**src/rtl/aoi_eval_arbiter.sv**
```systemverilog
// Round-robin arbiter that shares one registered AND-OR-INVERT stage, q = ~((a & b) | c),
// among NUM_REQ requesters and returns each tagged result over a valid/ready channel.
module aoi_eval_arbiter #(
  parameter int NUM_REQ = 4,
  parameter int IDW     = $clog2(NUM_REQ)
) (
  input  logic               clk,
  input  logic               rst,
  input  logic [NUM_REQ-1:0] req,
  input  logic [NUM_REQ-1:0] op_a,
  input  logic [NUM_REQ-1:0] op_b,
  input  logic [NUM_REQ-1:0] op_c,
  output logic [NUM_REQ-1:0] gnt,
  output logic               rsp_valid,
  output logic [IDW-1:0]     rsp_id,
  output logic               rsp_q,
  input  logic               rsp_ready,
  output logic               busy
);

  typedef enum logic [1:0] {
    IDLE = 2'd0,
    EVAL = 2'd1,
    RESP = 2'd2
  } state_t;

  state_t         state, state_nxt;
  logic [IDW-1:0] rr_ptr, rr_ptr_nxt;
  logic [IDW-1:0] gnt_idx;
  logic           gnt_found;
  logic           take;
  logic           cap_a, cap_b, cap_c;
  logic [IDW-1:0] cap_id;

  // Rotating priority search starting at rr_ptr; the sum is one bit wider so the
  // modulo wrap stays correct for NUM_REQ values that are not powers of two.
  always_comb begin
    // NOTE: every variable gets a default before any conditional assignment so
    // no path through the block can leave it unassigned and infer a latch.
    logic [IDW:0]   sum;
    logic [IDW-1:0] idx;
    gnt_found = 1'b0;
    gnt_idx   = '0;
    sum       = '0;
    idx       = '0;
    for (int k = 0; k < NUM_REQ; k++) begin
      sum = {1'b0, rr_ptr} + (IDW+1)'(k);
      if (sum >= (IDW+1)'(NUM_REQ)) sum = sum - (IDW+1)'(NUM_REQ);
      idx = sum[IDW-1:0];
      if (!gnt_found && req[idx]) begin
        gnt_found = 1'b1;
        gnt_idx   = idx;
      end
    end
  end

  assign take       = (state == IDLE) && gnt_found;
  assign rr_ptr_nxt = (gnt_idx == IDW'(NUM_REQ - 1)) ? '0 : gnt_idx + IDW'(1);
  assign busy       = (state != IDLE);

  // Grant is suppressed while rst is high even though state is already IDLE.
  always_comb begin
    gnt = '0;
    if (take && !rst) gnt[gnt_idx] = 1'b1;
  end

  always_comb begin
    state_nxt = state;
    case (state)
      IDLE:    if (gnt_found) state_nxt = EVAL;
      EVAL:    state_nxt = RESP;
      RESP:    if (rsp_ready) state_nxt = IDLE;
      default: state_nxt = IDLE;
    endcase
  end

  always_ff @(posedge clk or posedge rst) begin
    // NOTE: sequential state uses non-blocking assignments so every register
    // samples pre-edge values regardless of statement order.
    if (rst) state <= IDLE;
    else     state <= state_nxt;
  end

  always_ff @(posedge clk or posedge rst) begin
    if (rst) begin
      rr_ptr    <= '0;
      cap_a     <= 1'b0;
      cap_b     <= 1'b0;
      cap_c     <= 1'b0;
      cap_id    <= '0;
      rsp_valid <= 1'b0;
      rsp_id    <= '0;
      rsp_q     <= 1'b0;
    end else begin
      if (take) begin
        cap_a  <= op_a[gnt_idx];
        cap_b  <= op_b[gnt_idx];
        cap_c  <= op_c[gnt_idx];
        cap_id <= gnt_idx;
        rr_ptr <= rr_ptr_nxt;
      end
      if (state == EVAL) begin
        rsp_q     <= ~((cap_a & cap_b) | cap_c);
        rsp_id    <= cap_id;
        rsp_valid <= 1'b1;
      end
      if (state == RESP && rsp_ready) rsp_valid <= 1'b0;
    end
  end

endmodule

```
**config.mk**
```make
export PLATFORM = sky130hd
export DESIGN_NAME = aoi_eval_arbiter
export DESIGN_NICKNAME = d
export VERILOG_FILES = /design/src/rtl/aoi_eval_arbiter.sv
export SDC_FILE = /design/constraint.sdc
export NUM_CORES = 1
export LEC_CHECK = 0
export ABC_AREA = 0
export BUFFER_PORTS_ARGS = -buffer_cell sky130_fd_sc_hd__buf_2
export CAP_MARGIN = 5
export CORE_MARGIN = 4
export CORE_UTILIZATION = 40
export DETAILED_ROUTE_END_ITERATION = 10
export PLACE_DENSITY_LB_ADDON = 0.12
export SLEW_MARGIN = 20
export SYNTH_ARGS = -nofsm -noshare
export SYNTH_HDL_FRONTEND = slang
export SYNTH_SLANG_ARGS = --single-unit
```
**constraint.sdc**
```tcl
create_clock -name clk -period 2.18 [get_ports clk]
set_clock_uncertainty 0.1 [all_clocks]
set_input_delay 0.218 -clock clk [delete_from_list [all_inputs] [get_ports clk]]
set_output_delay 0.218 -clock clk [all_outputs]
set_load 0.01 [all_outputs]
```
==> results_dict.tcl, run 1 <==
set metrics [dict create \
    status "finished clean" \
    port_buffers 27 \
    track_usage_pct 14.6 \
    slew_headroom_pct 65.2 \
    ys_seq_elements 13 \
    drive_gt1_share_pct 37.4 \
    num_io_pins 28 \
    crit_required_ps 1860 \
    firstDrtPassIters 3 \
    worstSetupEndpointType "output port" \
    numCtsBuffers 3 \
    drv_slew 0 \
    ant_nets 0 \
    synth_nets 112 \
    area_growth_syn_to_layout_pct 28.3 \
    grt_pass1_wl_mm 2.84 \
    period_share_pct 96.6 \
    ys_warn_count 0 \
    drc_errors 0 \
    htree_levels 1 \
    n_antenna_cell 0 \
    worstPathArrival_ps 1790 \
    clockBufferDepth 2 \
    initial_core_util_pct 44.1 \
    max_freq_mhz 475 \
    antenna_found_initial 0 \
    synth.distinct_cells 25 \
    dieArea_mm2 0.00279 \
    num_rows 15 \
    vdd_ir_drop_max_v 0.000632 \
    final_hold_viol_count 0 \
    hpwl_mm 1.38 \
    drtIter0Drc 11 \
    clk_pin_slew_ps 80 \
    fin_crit_ps 2110 \
    setup_violations 0 \
    wirelength_mm 1.72 \
    cts-root-buf "clkbuf_4" \
    grt_overflow 0 \
    hold_start "rsp_ready" \
    total_power_mw 1.25 \
    grt_max_degree 14 \
    tns_ps 0 \
    synth_area_um2 803 \
    num_vias 731 \
    tightest_slew_ps 515 \
    min_path_type "in2reg" \
    rsz0062_at_grt "true" \
    fp.coreArea_mm2 0.00182 \
    final_nets 147 \
    clock-sinks 13 \
    power.density_mw_per_mm2 1210 \
    wl_per_cell_um 11.6 \
    place.gp.congestion 0.735 \
    p_leak_nw 0.552 \
    first_global_vias 675 \
    chipHeight_um 52.8 \
    ys_seq_area_share_pct 40.5 \
    syn_inst 89 \
    cp_max_fo 7 \
    maxCapViolCount 0 \
    critPathLaunchType "flip-flop" \
    fp.dieW_um 52.8 \
    tritoncts "built" \
    post_drt_via_cell_ratio 4.94 \
    fin_util_pct 56.6 \
    timing.rr.start "rr_ptr[1]" \
    worstSetupPathType "reg2out" \
    syn_avg_cell_area_um2 9.03 \
    cp-startpoint "rr_ptr[1]" \
    clk_latency_ps 280 \
]
-- state kept, by name, summed over array words and instances, names as in the netlist --
signal	count
cap_a	1
cap_b	1
cap_c	1
cap_id	2
rr_ptr	2
rsp_id	2
rsp_q	1
rsp_valid	1
state	2
-- cell type report --
| type | instances | area, um^2 |
|---|---|---|
| Multi-Input combinational cell | 67 | 445 |
| Clock buffer | 4 | 26.3 |
| Sequential cell | 13 | 327 |
| Tap cell | 25 | 31.3 |
| Timing Repair Buffer | 32 | 175 |
| Inverter | 7 | 26.3 |
| Fill cell | 176 | 790 |
-- cell families (layout without fill, tap and decap cells) --
| kind of cell | Yosys count | after routing | synth area share, % |
|---|---|---|---|
| simple gates | 36 | 36 | 23.5 |
| buf+inv | 9 | 43 | 5.30 |
| mux | 4 | 4 | 4.98 |
| compound gates | 23 | 23 | 19.5 |
| flops | 13 | 13 | 40.5 |
| fa+ha+maj | 4 | 4 | 6.23 |
-- final timing paths --
check | endpoint | slack, ps | cells past startpoint
max reg2reg | rr_ptr[1] | 520 | 6
min in group asynchronous | rsp_q | 400 | 3
min | state[1] | 40 | 2
max in group asynchronous | rr_ptr[1] | 1240 | 3
min reg2reg | rsp_id[0] | 370 | 2
max | gnt[1] | 70 | 6
-- Yosys cell counts --
master    number  area (um^2)
inv_1          7         26.3
buf_6          1         11.3
dfrtp_1       13          325
a21o_1         3         22.5
nand3_1        1         5.00
mux2i_1        4         40.0
nor2_1         2         7.51
buf_2          1         5.00
o41ai_1        1         8.76
a21boi_0       3         22.5
o21ai_0        5         25.0
nor3b_2        1         12.5
nor2b_1        4         25.0
and2_1         4         25.0
o21bai_1       1         7.51
and3_2         3         22.5
a21oi_1        4         20.0
ha_1           4         50.1
nand2_1       17         63.8
nand2b_1       3         18.8
a221o_1        1         10.0
and2_4         1         8.76
o22a_2         1         10.0
o211ai_1       3         22.5
a211oi_1       1         7.51
-- per-layer routing --
metal  wire [um]  track usage, %  up-vias  share of wire, %
li1            -               -      370                 -
met1         720            16.4      337                42
met2         865            23.8       19                50
met3          82            3.42        5               4.8
met4          55            10.6        0               3.2
met5           0               0        -                 0
-- cell usage in the layout (no fill, tap or decap), types with 2 or more instances in the layout --
cell | synthesis | final
nor2b_1 | 4 | 4
buf_2 | 1 | 27
a21oi_1 | 4 | 4
ha_1 | 4 | 2
and3_2 | 3 | 3
nand2b_1 | 3 | 3
nand2_1 | 17 | 16
clkbuf_4 | 0 | 3
a21o_1 | 3 | 3
and2_1 | 4 | 4
o211ai_1 | 3 | 3
a21boi_0 | 3 | 3
inv_1 | 7 | 6
o21ai_0 | 5 | 5
dfrtp_1 | 13 | 12
mux2i_1 | 4 | 4
ha_2 | 0 | 2
buf_4 | 0 | 4
-- metrics by stage --
step | hold slack (ps) | worst slack (ps) | instance area (um^2) | instances
detailed placement | 181 | 298 | 961 | 140
CTS | 31.1 | 13.3 | 998 | 145
global route | 75.1 | -19.8 | 1030 | 148
global placement | 173 | 328 | 961 | 140
finish | 35.3 | 74.3 | 1030 | 148
floorplan | -5.04 | 475 | 803 | 89
-- repair_timing --
action / CTS / global route
hold endpoints to repair: 13 / 0
resized for setup: 1 / 5
pin swaps: 1 / 1
buffers inserted: 0 / 3
endpoints found under the setup margin: 2 / 4
hold buffers: 1 / 0
gates cloned: 0 / 0
-- critical path, cell delays in order, from the launching register on --
cell and delay, ps:
dfrtp_2 450, nand2b_1 170, a21o_1 230, and2_4 200
ha_1 200, and2_1 130, buf_2 130
-- report_power, final --
part           total [mW]  internal [mW]  leakage, nW  switching (mW)
clock               0.153         0.0711       0.0150          0.0816
combinational       0.640          0.301        0.380           0.339
sequential          0.452          0.363        0.158          0.0893
total                1.25          0.736        0.552           0.510
(Power assumes the default switching activity.)
==> inputs of run 2 (changes only) <==
==> constraint.sdc (replaced) <==
create_clock -name clk -period 2.18 [get_ports clk]
set_clock_uncertainty 0.1 [all_clocks]
set_input_delay 0.436 -clock clk [delete_from_list [all_inputs] [get_ports clk]]
set_output_delay 0.436 -clock clk [all_outputs]
set_load 0.01 [all_outputs]
==> run 2 against run 1 <==
Compared with the run above: the run now ends with negative setup slack left; clock power about the same; first-iteration DRC count decreased by 55%; combinational power increased by 18%; largest cell class unchanged; highest routed layer unchanged.
==> results_dict.tcl, run 2 (synthesis gave the netlist of run 1 again) <==
set metrics [dict create \
    dp.cells 146 \
    crit_cells 7 \
    worstPathArrival_ps 1770 \
    num_vias 743 \
    first_global_vias 711 \
    cts-root-buf "clkbuf_4" \
    violations "negative setup slack" \
    dieArea_mm2 0.00279 \
    n_antenna_cell 0 \
    placed_area_mm2 0.00101 \
    drv_slew 0 \
    antenna_found_initial 0 \
    clockBufferDepth 2 \
    finalInstanceArea_mm2 0.00112 \
    mostFrequentLayoutCell "buf_2" \
    clock-sinks 13 \
    critPathSlowestCell "dfrtp_1" \
    finalWorstSetupSlack_ps -129 \
    track_usage_pct 15.3 \
    tritoncts "built" \
    numCtsBuffers 3 \
    setup_violations 4 \
    hpwl_mm 1.40 \
    cp_top_family "flip-flops" \
    post_drt_via_cell_ratio 4.86 \
    crit_required_ps 1640 \
    critPathLaunchType "flip-flop" \
    fp.coreArea_mm2 0.00182 \
    ant_nets 0 \
    drtIter0Drc 5 \
    tns_ps -463 \
    fillers 167 \
    path_cells "nand2_2, a221o_1, nand2_2, inv_2, ha_4, and2_1, buf_2" \
    fin_crit_ps 2310 \
    area_growth_syn_to_layout_pct 39.4 \
    r2r_cells 7 \
    tightest_slew_ps 498 \
    clk_pin_slew_ps 80 \
    max_freq_mhz 433 \
    num_rows 15 \
    firstDrtPassIters 3 \
    finalNonFillerCells 153 \
    place.gp.congestion 0.712 \
    min_path_type "in2async" \
    vdd_ir_drop_max_v 0.000829 \
    wirelength_mm 1.92 \
    grt_max_degree 14 \
    final_hold_viol_count 0 \
    cpPeakStageDelay_ps 440 \
    power.density_mw_per_mm2 1210 \
    final_cell_mix "buf_2, nand2_1, dfrtp_1" \
    rsz0062_at_grt "true" \
    chipHeight_um 52.8 \
    status "finished with violations" \
    fp.dieW_um 52.8 \
    cp_max_fo 4 \
    maxCapViolCount 0 \
    crit_path_frequent_cell "nand2_2" \
    num_io_pins 28 \
    final_nets 152 \
    period_share_pct 106 \
    path_buf_inv 2 \
    clk_latency_ps 280 \
    worstSetupEndpointType "output port" \
    worstSetupPathType "reg2out" \
    htree_levels 1 \
    drive_gt1_share_pct 44.5 \
    drc_errors 0 \
    cts_hold_buffers 0 \
    wl_per_cell_um 12.6 \
    slew_headroom_pct 66.8 \
    port_buffers 27 \
    initial_core_util_pct 44.1 \
    grt_overflow 0 \
    p_leak_nw 0.589 \
    grt_pass1_wl_mm 2.98 \
]
-- run 2: routing by layer --
layer | GRT usage (%) | wire [um] | part of all wire, % | vias up
li1 | - | - | - | 381
met5 | 0 | 0 | 0 | -
met2 | 26.4 | 1030 | 53 | 19
met3 | 4.56 | 102 | 5.3 | 5
met4 | 8.94 | 42 | 2.2 | 0
met1 | 16.2 | 749 | 39 | 338
-- run 2: path summary, 6_finish.rpt --
path,startpoint,to,slack [ps]
min in group clk,rsp_ready,state[1],250
worst min register to register,rsp_id[1],rsp_id[1],370
max in group asynchronous,rst,rsp_valid,1570
worst min-delay path,rst,rsp_q,80
worst max register to register,rr_ptr[1],cap_c,390
worst max-delay path,rr_ptr[1],gnt[2],-130
-- run 2: repair_timing --
item,in CTS,in global routing
resized for setup,4,12
cloned,0,0
setup endpoints to repair,4,4
endpoints found under the hold margin,0,0
setup buffers,1,2
pin swaps,4,3
-- run 2: final cells by class --
cell class              instances  area [um^2]  area share (%)
inverters                       7         28.8            2.57
flip-flops and latches         13          325            29.1
repair buffers                 37          220            19.7
multi-input cells              67          488            43.6
well taps                      25         31.3            2.79
clock buffers                   4         26.3            2.35
-- run 2: metrics by stage --
step                worst slack (ps)  util, %  total power [mW]  hold WS, ps
detailed placement              10.3     55.3              1.11          357
global route                    -224     61.5              1.49          118
CTS                            -80.8     57.5              1.29         84.9
finish                          -129     61.5              1.36         78.6
global placement                10.5     55.3              1.09          355
floorplan                        257        -             0.878          213
-- run 2: report_power, final --
part           total (mW)  internal [mW]  switching, mW  leakage [nW]
Sequential          0.449          0.361         0.0884         0.159
Combinational       0.758          0.379          0.380         0.416
Clock               0.151         0.0711         0.0804        0.0150
==> inputs of run 3 (changes only) <==
--- a/config.mk
+++ b/config.mk
@@ -8,10 +8,13 @@
 export ABC_AREA = 0
 export BUFFER_PORTS_ARGS = -buffer_cell sky130_fd_sc_hd__buf_2
 export CAP_MARGIN = 5
+export CELL_PAD_IN_SITES_DETAIL_PLACEMENT = 1
+export CELL_PAD_IN_SITES_GLOBAL_PLACEMENT = 1
 export CORE_MARGIN = 4
-export CORE_UTILIZATION = 40
+export CORE_UTILIZATION = 35
 export DETAILED_ROUTE_END_ITERATION = 10
 export PLACE_DENSITY_LB_ADDON = 0.12
+export SETUP_SLACK_MARGIN = 0.4
 export SLEW_MARGIN = 20
 export SYNTH_ARGS = -nofsm -noshare
 export SYNTH_HDL_FRONTEND = slang
==> run 3 against run 2 <==
Compared with the run above: the flow still finishes with violations (negative setup slack); worst setup slack improved by 55 ps; sequential share of layout area fell by 0.68 points; cell count rose by 1.3%; die area rose by 12%; largest cell class unchanged; largest power group unchanged.
==> results_dict.tcl, run 3 (synthesis gave the netlist of run 1 again) <==
set metrics [dict create \
    fillers 277 \
    clock-sinks 13 \
    place.gp.congestion 0.819 \
    ant_nets 0 \
    drtIter0Drc 13 \
    violations "negative setup slack" \
    tns_ps -246 \
    max_freq_mhz 443 \
    firstDrtPassIters 4 \
    finalWorstSetupSlack_ps -74.9 \
    initial_core_util_pct 36.7 \
    maxCapViolCount 0 \
    fin_crit_ps 2250 \
    mostFrequentLayoutCell "buf_2" \
    post_drt_via_cell_ratio 5.06 \
    total_power_mw 1.42 \
    numCtsBuffers 3 \
    cts_hold_buffers 0 \
    drv_slew 0 \
    n_antenna_cell 0 \
    fp.dieW_um 55.9 \
    wirelength_mm 2.40 \
    period_share_pct 103 \
    worstSetupEndpointType "output port" \
    slew_headroom_pct 65.6 \
    setup_violations 4 \
    worstSetupPathType "reg2out" \
    final_hold_viol_count 0 \
    vdd_ir_drop_max_v 0.000608 \
    power.density_mw_per_mm2 1240 \
    p_leak_nw 0.587 \
    min_path_type "in2async" \
    wl_per_cell_um 15.5 \
    hpwl_mm 1.72 \
    final_cell_mix "buf_2, nand2_1, dfrtp_1" \
    dieArea_mm2 0.00313 \
    tritoncts "built" \
    num_rows 17 \
    port_buffers 27 \
    grt_pass1_wl_mm 3.88 \
    final_nets 151 \
    grt_overflow 0 \
    tightest_slew_ps 515 \
    num_io_pins 28 \
    cts-root-buf "clkbuf_4" \
    fin_util_pct 52.5 \
    cp_max_fo 5 \
    antenna_found_initial 0 \
    crit_required_ps 1640 \
    num_vias 785 \
    area_growth_syn_to_layout_pct 43.3 \
    track_usage_pct 15.6 \
    status "finished with violations" \
    first_global_vias 846 \
    rsz0062_at_grt "true" \
    htree_levels 1 \
    clk_latency_ps 270 \
    chipHeight_um 55.9 \
    grt_max_degree 14 \
    fp.coreArea_mm2 0.00219 \
    critPathLaunchType "flip-flop" \
    drc_errors 0 \
    drive_gt1_share_pct 48.0 \
    clockBufferDepth 2 \
    worstPathArrival_ps 1720 \
    clk_pin_slew_ps 80 \
]
[run 3: cell types whose count changed in the layout (fill, tap and decap cells not counted), sizes merged]
cell,change
buf,-1
[run 3: path summary, 6_finish.rpt]
path                            from         to  slack, ps  depth (start not counted)
setup / recovery           rr_ptr[1]     gnt[3]        -70                          7
hold / removal                   rst      rsp_q        100                          2
setup reg to reg            state[1]      cap_b        470                          7
hold reg to reg            cap_id[1]  rsp_id[1]        380                          2
max in group asynchronous        rst  rr_ptr[1]       1510                          2
min in group clk           rsp_ready   state[1]        260                          2
[run 3: stage by stage]
stage | instances | hold WS (ps) | cell area (um^2) | setup WS (ps)
after global routing | 155 | 145 | 1150 | -160
after detailed placement | 148 | 365 | 1020 | 5.28
after floorplan | 89 | 213 | 821 | 305
after global placement | 148 | 353 | 1020 | 47.6
after CTS | 154 | 106 | 1120 | -121
final | 155 | 102 | 1150 | -74.9
[run 3: timing repair]
action	4_1_cts	5_1_grt
pin swaps	4	4
endpoints found under the setup margin	4	8
hold endpoints to repair	0	0
resized for setup	11	8
buffers inserted	2	1
[run 3: worst max-delay path, stage by stage (launching register included)]
cell and delay (ps):
dfrtp_2 430, nand2_2 70, a221o_1 350, nand2_2 110, inv_2 80, ha_4 170, and2_4 130, buf_6 110
[run 3: routing by layer]
layer	up-vias	part of all wire (%)	global-route usage [%]	wire, um
met5	-	0	0	0
li1	379	-	-	-
met1	385	39	18.0	937
met2	19	57	28.9	1360
met3	2	3.3	2.55	80
met4	0	0.88	5.08	21
[run 3: where the power goes]
part           internal, mW  switching (mW)
combinational         0.389           0.423
clock                0.0709          0.0800
sequential            0.363          0.0966
[run 3: cell type report]
type | count | area [um^2] | share of cell area, %
Sequential cell | 13 | 327 | 28.4
Timing Repair Buffer | 36 | 231 | 20.1
Clock buffer | 4 | 26.3 | 2.28
Multi-Input combinational cell | 67 | 503 | 43.7
Tap cell | 28 | 35.0 | 3.04
Inverter | 7 | 28.8 | 2.50
